[src/rtl/fp_div.sv]
// Sequential IEEE-754 single-precision divider: out = a / b.
// Restoring mantissa division, one quotient bit per cycle, valid/ready on both sides.
module fp_div #(
  parameter int unsigned DATA_WIDTH = 32
) (
  input  logic                  clk,
  input  logic                  rst_n,
  input  logic                  in_valid,
  output logic                  in_ready,
  input  logic [DATA_WIDTH-1:0] a,
  input  logic [DATA_WIDTH-1:0] b,
  output logic                  out_valid,
  input  logic                  out_ready,
  output logic [DATA_WIDTH-1:0] out,
  output logic                  div_by_zero
);

  localparam logic [31:0] QNaN = 32'h7FC0_0000;

  typedef enum logic [1:0] {StIdle, StDiv, StNorm, StDone} state_e;

  state_e      state_q, state_d;
  logic [24:0] rem_q, rem_d;
  logic [24:0] mb_q, mb_d;
  logic [24:0] q_q, q_d;
  logic [4:0]  cnt_q, cnt_d;
  logic        sign_q, sign_d;
  logic [7:0]  ea_q, ea_d;
  logic [7:0]  eb_q, eb_d;
  logic [31:0] out_q, out_d;
  logic        out_valid_q, out_valid_d;
  logic        dbz_q, dbz_d;

  // Operand classification on the raw inputs; denormals count as zero.
  logic a_zero, a_inf, a_nan, b_zero, b_inf, b_nan, in_sign;
  assign a_zero  = (a[30:23] == 8'd0);
  assign b_zero  = (b[30:23] == 8'd0);
  assign a_inf   = (a[30:23] == 8'hFF) && (a[22:0] == 23'd0);
  assign b_inf   = (b[30:23] == 8'hFF) && (b[22:0] == 23'd0);
  assign a_nan   = (a[30:23] == 8'hFF) && (a[22:0] != 23'd0);
  assign b_nan   = (b[30:23] == 8'hFF) && (b[22:0] != 23'd0);
  assign in_sign = a[31] ^ b[31];

  logic signed [9:0] e;
  logic [22:0]       frac;
  logic [24:0]       rem_sub;

  always_comb begin
    state_d     = state_q;
    rem_d       = rem_q;
    mb_d        = mb_q;
    q_d         = q_q;
    cnt_d       = cnt_q;
    sign_d      = sign_q;
    ea_d        = ea_q;
    eb_d        = eb_q;
    out_d       = out_q;
    out_valid_d = out_valid_q;
    dbz_d       = dbz_q;
    e           = '0;
    frac        = '0;
    rem_sub     = rem_q - mb_q;

    unique case (state_q)
      StIdle: begin
        if (in_valid) begin
          sign_d = in_sign;
          ea_d   = a[30:23];
          eb_d   = b[30:23];
          dbz_d  = 1'b0;
          if (a_nan || b_nan || (a_zero && b_zero) || (a_inf && b_inf)) begin
            out_d       = QNaN;
            out_valid_d = 1'b1;
            state_d     = StDone;
          end else if (b_zero && !a_inf) begin
            out_d       = {in_sign, 8'hFF, 23'd0};
            dbz_d       = 1'b1;
            out_valid_d = 1'b1;
            state_d     = StDone;
          end else if (a_inf) begin
            out_d       = {in_sign, 8'hFF, 23'd0};
            out_valid_d = 1'b1;
            state_d     = StDone;
          end else if (a_zero || b_inf) begin
            out_d       = {in_sign, 31'd0};
            out_valid_d = 1'b1;
            state_d     = StDone;
          end else begin
            rem_d   = {2'b01, a[22:0]};
            mb_d    = {2'b01, b[22:0]};
            q_d     = '0;
            cnt_d   = 5'd24;
            state_d = StDiv;
          end
        end
      end
      StDiv: begin
        if (rem_q >= mb_q) begin
          q_d   = q_q | (25'd1 << cnt_q);
          rem_d = rem_sub << 1;
        end else begin
          rem_d = rem_q << 1;
        end
        cnt_d = cnt_q - 5'd1;
        if (cnt_q == 5'd0) state_d = StNorm;
      end
      StNorm: begin
        e = $signed({2'b00, ea_q}) - $signed({2'b00, eb_q})
            + (q_q[24] ? 10'sd127 : 10'sd126);
        frac = q_q[24] ? q_q[23:1] : q_q[22:0];
        if (e >= 10'sd255)    out_d = {sign_q, 8'hFF, 23'd0};
        else if (e <= 10'sd0) out_d = {sign_q, 31'd0};
        else                  out_d = {sign_q, e[7:0], frac};
        dbz_d       = 1'b0;
        out_valid_d = 1'b1;
        state_d     = StDone;
      end
      StDone: begin
        if (out_ready) begin
          out_valid_d = 1'b0;
          state_d     = StIdle;
        end
      end
      default: state_d = StIdle;
    endcase
  end

  always_ff @(posedge clk or negedge rst_n) begin
    if (!rst_n) begin
      state_q     <= StIdle;
      rem_q       <= '0;
      mb_q        <= '0;
      q_q         <= '0;
      cnt_q       <= '0;
      sign_q      <= 1'b0;
      ea_q        <= '0;
      eb_q        <= '0;
      out_q       <= '0;
      out_valid_q <= 1'b0;
      dbz_q       <= 1'b0;
    end else begin
      state_q     <= state_d;
      rem_q       <= rem_d;
      mb_q        <= mb_d;
      q_q         <= q_d;
      cnt_q       <= cnt_d;
      sign_q      <= sign_d;
      ea_q        <= ea_d;
      eb_q        <= eb_d;
      out_q       <= out_d;
      out_valid_q <= out_valid_d;
      dbz_q       <= dbz_d;
    end
  end

  assign in_ready    = (state_q == StIdle);
  assign out         = out_q;
  assign out_valid   = out_valid_q;
  assign div_by_zero = dbz_q;

endmodule

[config.mk]
export PLATFORM = sky130hd
export DESIGN_NAME = fp_div
export DESIGN_NICKNAME = d
export VERILOG_FILES = /design/src/rtl/fp_div.sv
export SDC_FILE = /design/constraint.sdc
export NUM_CORES = 1
export LEC_CHECK = 0
export CAP_MARGIN = 40
export CELL_PAD_IN_SITES_DETAIL_PLACEMENT = 1
export CELL_PAD_IN_SITES_GLOBAL_PLACEMENT = 2
export CORE_ASPECT_RATIO = 0.9
export CORE_MARGIN = 3
export CORE_UTILIZATION = 36
export DETAILED_ROUTE_END_ITERATION = 8
export PLACE_DENSITY = 0.9
export SYNTH_ARGS = -nofsm -noshare
export SYNTH_HDL_FRONTEND = slang
export SYNTH_SLANG_ARGS = --single-unit
[constraint.sdc]
create_clock -name clk -period 3.6 [get_ports clk]
set_input_delay 0.36 -clock clk [delete_from_list [all_inputs] [get_ports clk]]
set_output_delay 0.36 -clock clk [all_outputs]
set_load 0.03 [all_outputs]
==> results.py <==
metrics = {
    "route": {
        "vias_per_cell": 5.53,
        "wl_mm": 23.7,
        "drt_pre_antenna_iters": 4,
        "drt_iter0_markers": 502,
        "post_drt_wl_per_cell_um": 19.0,
        "ant_nets": 0,
        "drcViolationCount": 0,
        "vias": 6896,
    },
    "floorplan": {
        "dieArea_um2": 24500,
        "core_area_um2": 22000,
        "die_x_um": 165,
        "rows": 51,
        "ios": 103,
        "fp.dieH_um": 149,
        "start_util": 0.372,
    },
    "global_routing": {
        "grt_pass1_wl_mm": 38.7,
        "grt_overflow": 0,
        "grt_usage": 0.199,
        "antenna_found_initial": 1,
        "grt_pass1_vias": 7117,
        "grt_max_degree": 60,
    },
    "power": {
        "power_frac_comb": 0.644,
        "ir_worst_vdd_v": 0.000493,
        "p_int_mw": 6.07,
        "pwr-share-clk": 0.149,
        "power.leakage_nw": 4.37,
        "seq_power_share": 0.207,
        "p_per_area_nw_per_um2": 1140,
        "swShare": 0.478,
        "switchingPower_mw": 5.56,
    },
    "synthesis": {
        "ys_top_cells_by_count": "dfrtp_1 (132), nand2_1 (62), inv_1 (57)",
        "synth_top_area_share": 0.404,
        "ys.flop_type": "dfrtp_1",
        "synth-async-reset-ratio": 1.00,
        "yosysWarnings": 0,
        "yosysMostFrequentCell": "dfrtp_1",
        "yosysUniqueCellTypes": 79,
        "synth_cells": 831,
        "syn_nets": 945,
        "synth_top_area_cell": "dfrtp_1",
        "synth-edff-count": 0,
        "synth_area_leaders": "dfrtp_1 (40%), ha_1 (6.7%), mux2_2 (6.5%), mux2i_1 (3.7%), nand2_1 (2.8%)",
        "syn_area_um2": 8170,
        "yosysSeqAreaShare": 0.404,
        "synth-seq-cells": 132,
        "syn_area_per_cell_um2": 9.83,
    },
    "timing": {
        "finalHoldViolations": 3,
        "setup_tns_ns": 0,
        "fin_ws_ns": 0.388,
        "drv_slew": 0,
        "skew_ns": 0.00841,
        "period_needed_ns": 3.21,
        "hold_slack_ns": -0.0174,
        "max_freq_mhz": 311,
        "tightest_slew_ns": 0.786,
        "rsz0062_at_grt": "no",
        "slew_headroom": 0.476,
        "period_share": 0.892,
        "setup_viol": 0,
    },
    "critical_path": {
        "worstPathArrival_ns": 3.52,
        "worstPathMaxFanout": 23,
        "end_kind": "flip-flop",
        "critPathLaunchType": "flip-flop",
        "path_class": "reg2reg",
        "crit_required_ns": 3.90,
    },
    "placement": {
        "place_ws_ns": 0.293,
        "port_buffers": 102,
        "place.gp.congestion": 0.828,
        "post-dp-hpwl_mm": 17.8,
    },
    "cells_and_area": {
        "diodes": 0,
        "syn2layout_area_growth_pct": 24.7,
        "fin_util": 0.464,
        "drive_gt1_frac": 0.141,
        "nets": 1057,
    },
    "clocking": {
        "clk_path_buf_depth": 2,
        "clkLatencyLatePin_ns": 0.43,
        "cts_htree_levels": 4,
        "clock-sinks": 132,
        "cts_buffers": 17,
        "postCtsSetupBuffers": 0,
        "clkTransAtPathRegs_ns": 0.07,
        "cts_tree": "built",
        "clockRootBuffer": "clkbuf_16",
    },
    "min_path": {
        "worstHoldPathType": "in2async",
    },
    "outcome": {
        "status": "finished, violations left",
        "violations": "hold timing",
    },
    "flow_run": {
        "cap_violations": 0,
    },
}
==> metrics by stage <==
stage	total power, mW	cells	area, um2	hold WS, ns
2_1_floorplan	7.91	831	8170	0.0644
3_3_place_gp	9.56	1213	9580	0.432
3_5_place_dp	9.80	1215	9600	0.448
4_1_cts	11.6	1247	10200	0.0205
5_1_grt	12.6	1247	10200	0.0560
6_report	11.6	1247	10200	-0.0174
==> critical path, cell delays in order (launching register included) <==
cell,delay [ns]
dfrtp_1,0.38
inv_1,0.06
ha_1,0.16
inv_1,0.05
fa_1,0.39
xnor2_1,0.46
and3_1,0.28
mux2i_4,0.11
xor2_1,0.23
nand4_1,0.22
o311a_1,0.37
nand3_4,0.24
o22ai_1,0.14
==> logic make-up (layout without fill, tap and decap cells) <==
family	Yosys count	in the layout	share of synthesized area
xor+xnor	33	33	0.0381
simple gates	222	222	0.136
buf+inv	94	219	0.0491
flops	132	132	0.404
mux	78	78	0.104
compound gates	226	226	0.196
fa+ha+maj	46	46	0.0723
==> layer usage <==
layer | part of all wire | track usage | vias to the layer above
met3 | 0.043 | 0.0386 | 18
li1 | - | - | 3276
met2 | 0.47 | 0.331 | 153
met1 | 0.47 | 0.271 | 3447
met4 | 0.010 | 0.0415 | 2
met5 | 0.00055 | 0 | -
==> placed cells by master, fill, tap and decap left out, types with 17 or more instances in the layout <==
| cell type | netlist | layout |
|---|---|---|
| clkbuf_16 | 0 | 17 |
| inv_1 | 57 | 57 |
| ha_1 | 44 | 44 |
| mux2_2 | 47 | 47 |
| a21oi_1 | 44 | 43 |
| nor2_1 | 56 | 56 |
| xnor2_1 | 20 | 20 |
| dfrtp_1 | 132 | 132 |
| o21ai_1 | 19 | 19 |
| o21ai_0 | 32 | 32 |
| nand2_1 | 62 | 62 |
| a31oi_1 | 17 | 17 |
| mux2i_1 | 30 | 30 |
| clkdlybuf4s50_1 | 0 | 101 |
| buf_4 | 6 | 24 |
==> sequential cells by signal, indices dropped and copies added, names as in the netlist <==
register,flops
rem_q,25
div_by_zero,1
q_q,25
ea_q,8
mb_q,24
sign_q,1
cnt_q,5
state_q,2
eb_q,8
out,32
out_valid,1
==> power groups by stage <==
stage	combinational [mW]	sequential, mW	clock (mW)
global placement	7.15	2.41	0
detailed placement	7.37	2.43	0
CTS	7.46	2.41	1.76
floorplan	5.50	2.41	0
finish	7.49	2.41	1.73
global route	8.26	2.48	1.83
==> final cells by class <==
type,instances,area [um2]
inverters,59,221
fillers,2498,11800
clock buffers,17,425
multi-input cells,605,4480
clock inverters,15,159
well taps,291,364
flip-flops and latches,132,3300
repair buffers,128,1240
==> worst paths after layout <==
| kind | from | to | slack, ns | depth (start not counted) |
|---|---|---|---|---|
| worst max-delay path | ea_q[0] | out[22] | 0.39 | 12 |
| worst min-delay path | rst_n | out[25] | -0.02 | 1 |
| worst max register to register | ea_q[0] | out[22] | 0.39 | 12 |
| worst min register to register | mb_q[23] | mb_q[23] | 0.45 | 2 |
| max in group asynchronous | rst_n | rem_q[1] | 2.78 | 2 |
| min in group clk | mb_q[23] | mb_q[23] | 0.45 | 2 |
==> what timing repair did <==
| item | 4_1_cts | 5_1_grt |
|---|---|---|
| gates resized for setup | 0 | 1 |
| endpoints found under the setup margin | 0 | 3 |
| hold buffers | 0 | 0 |
(Power assumes the default switching activity.)
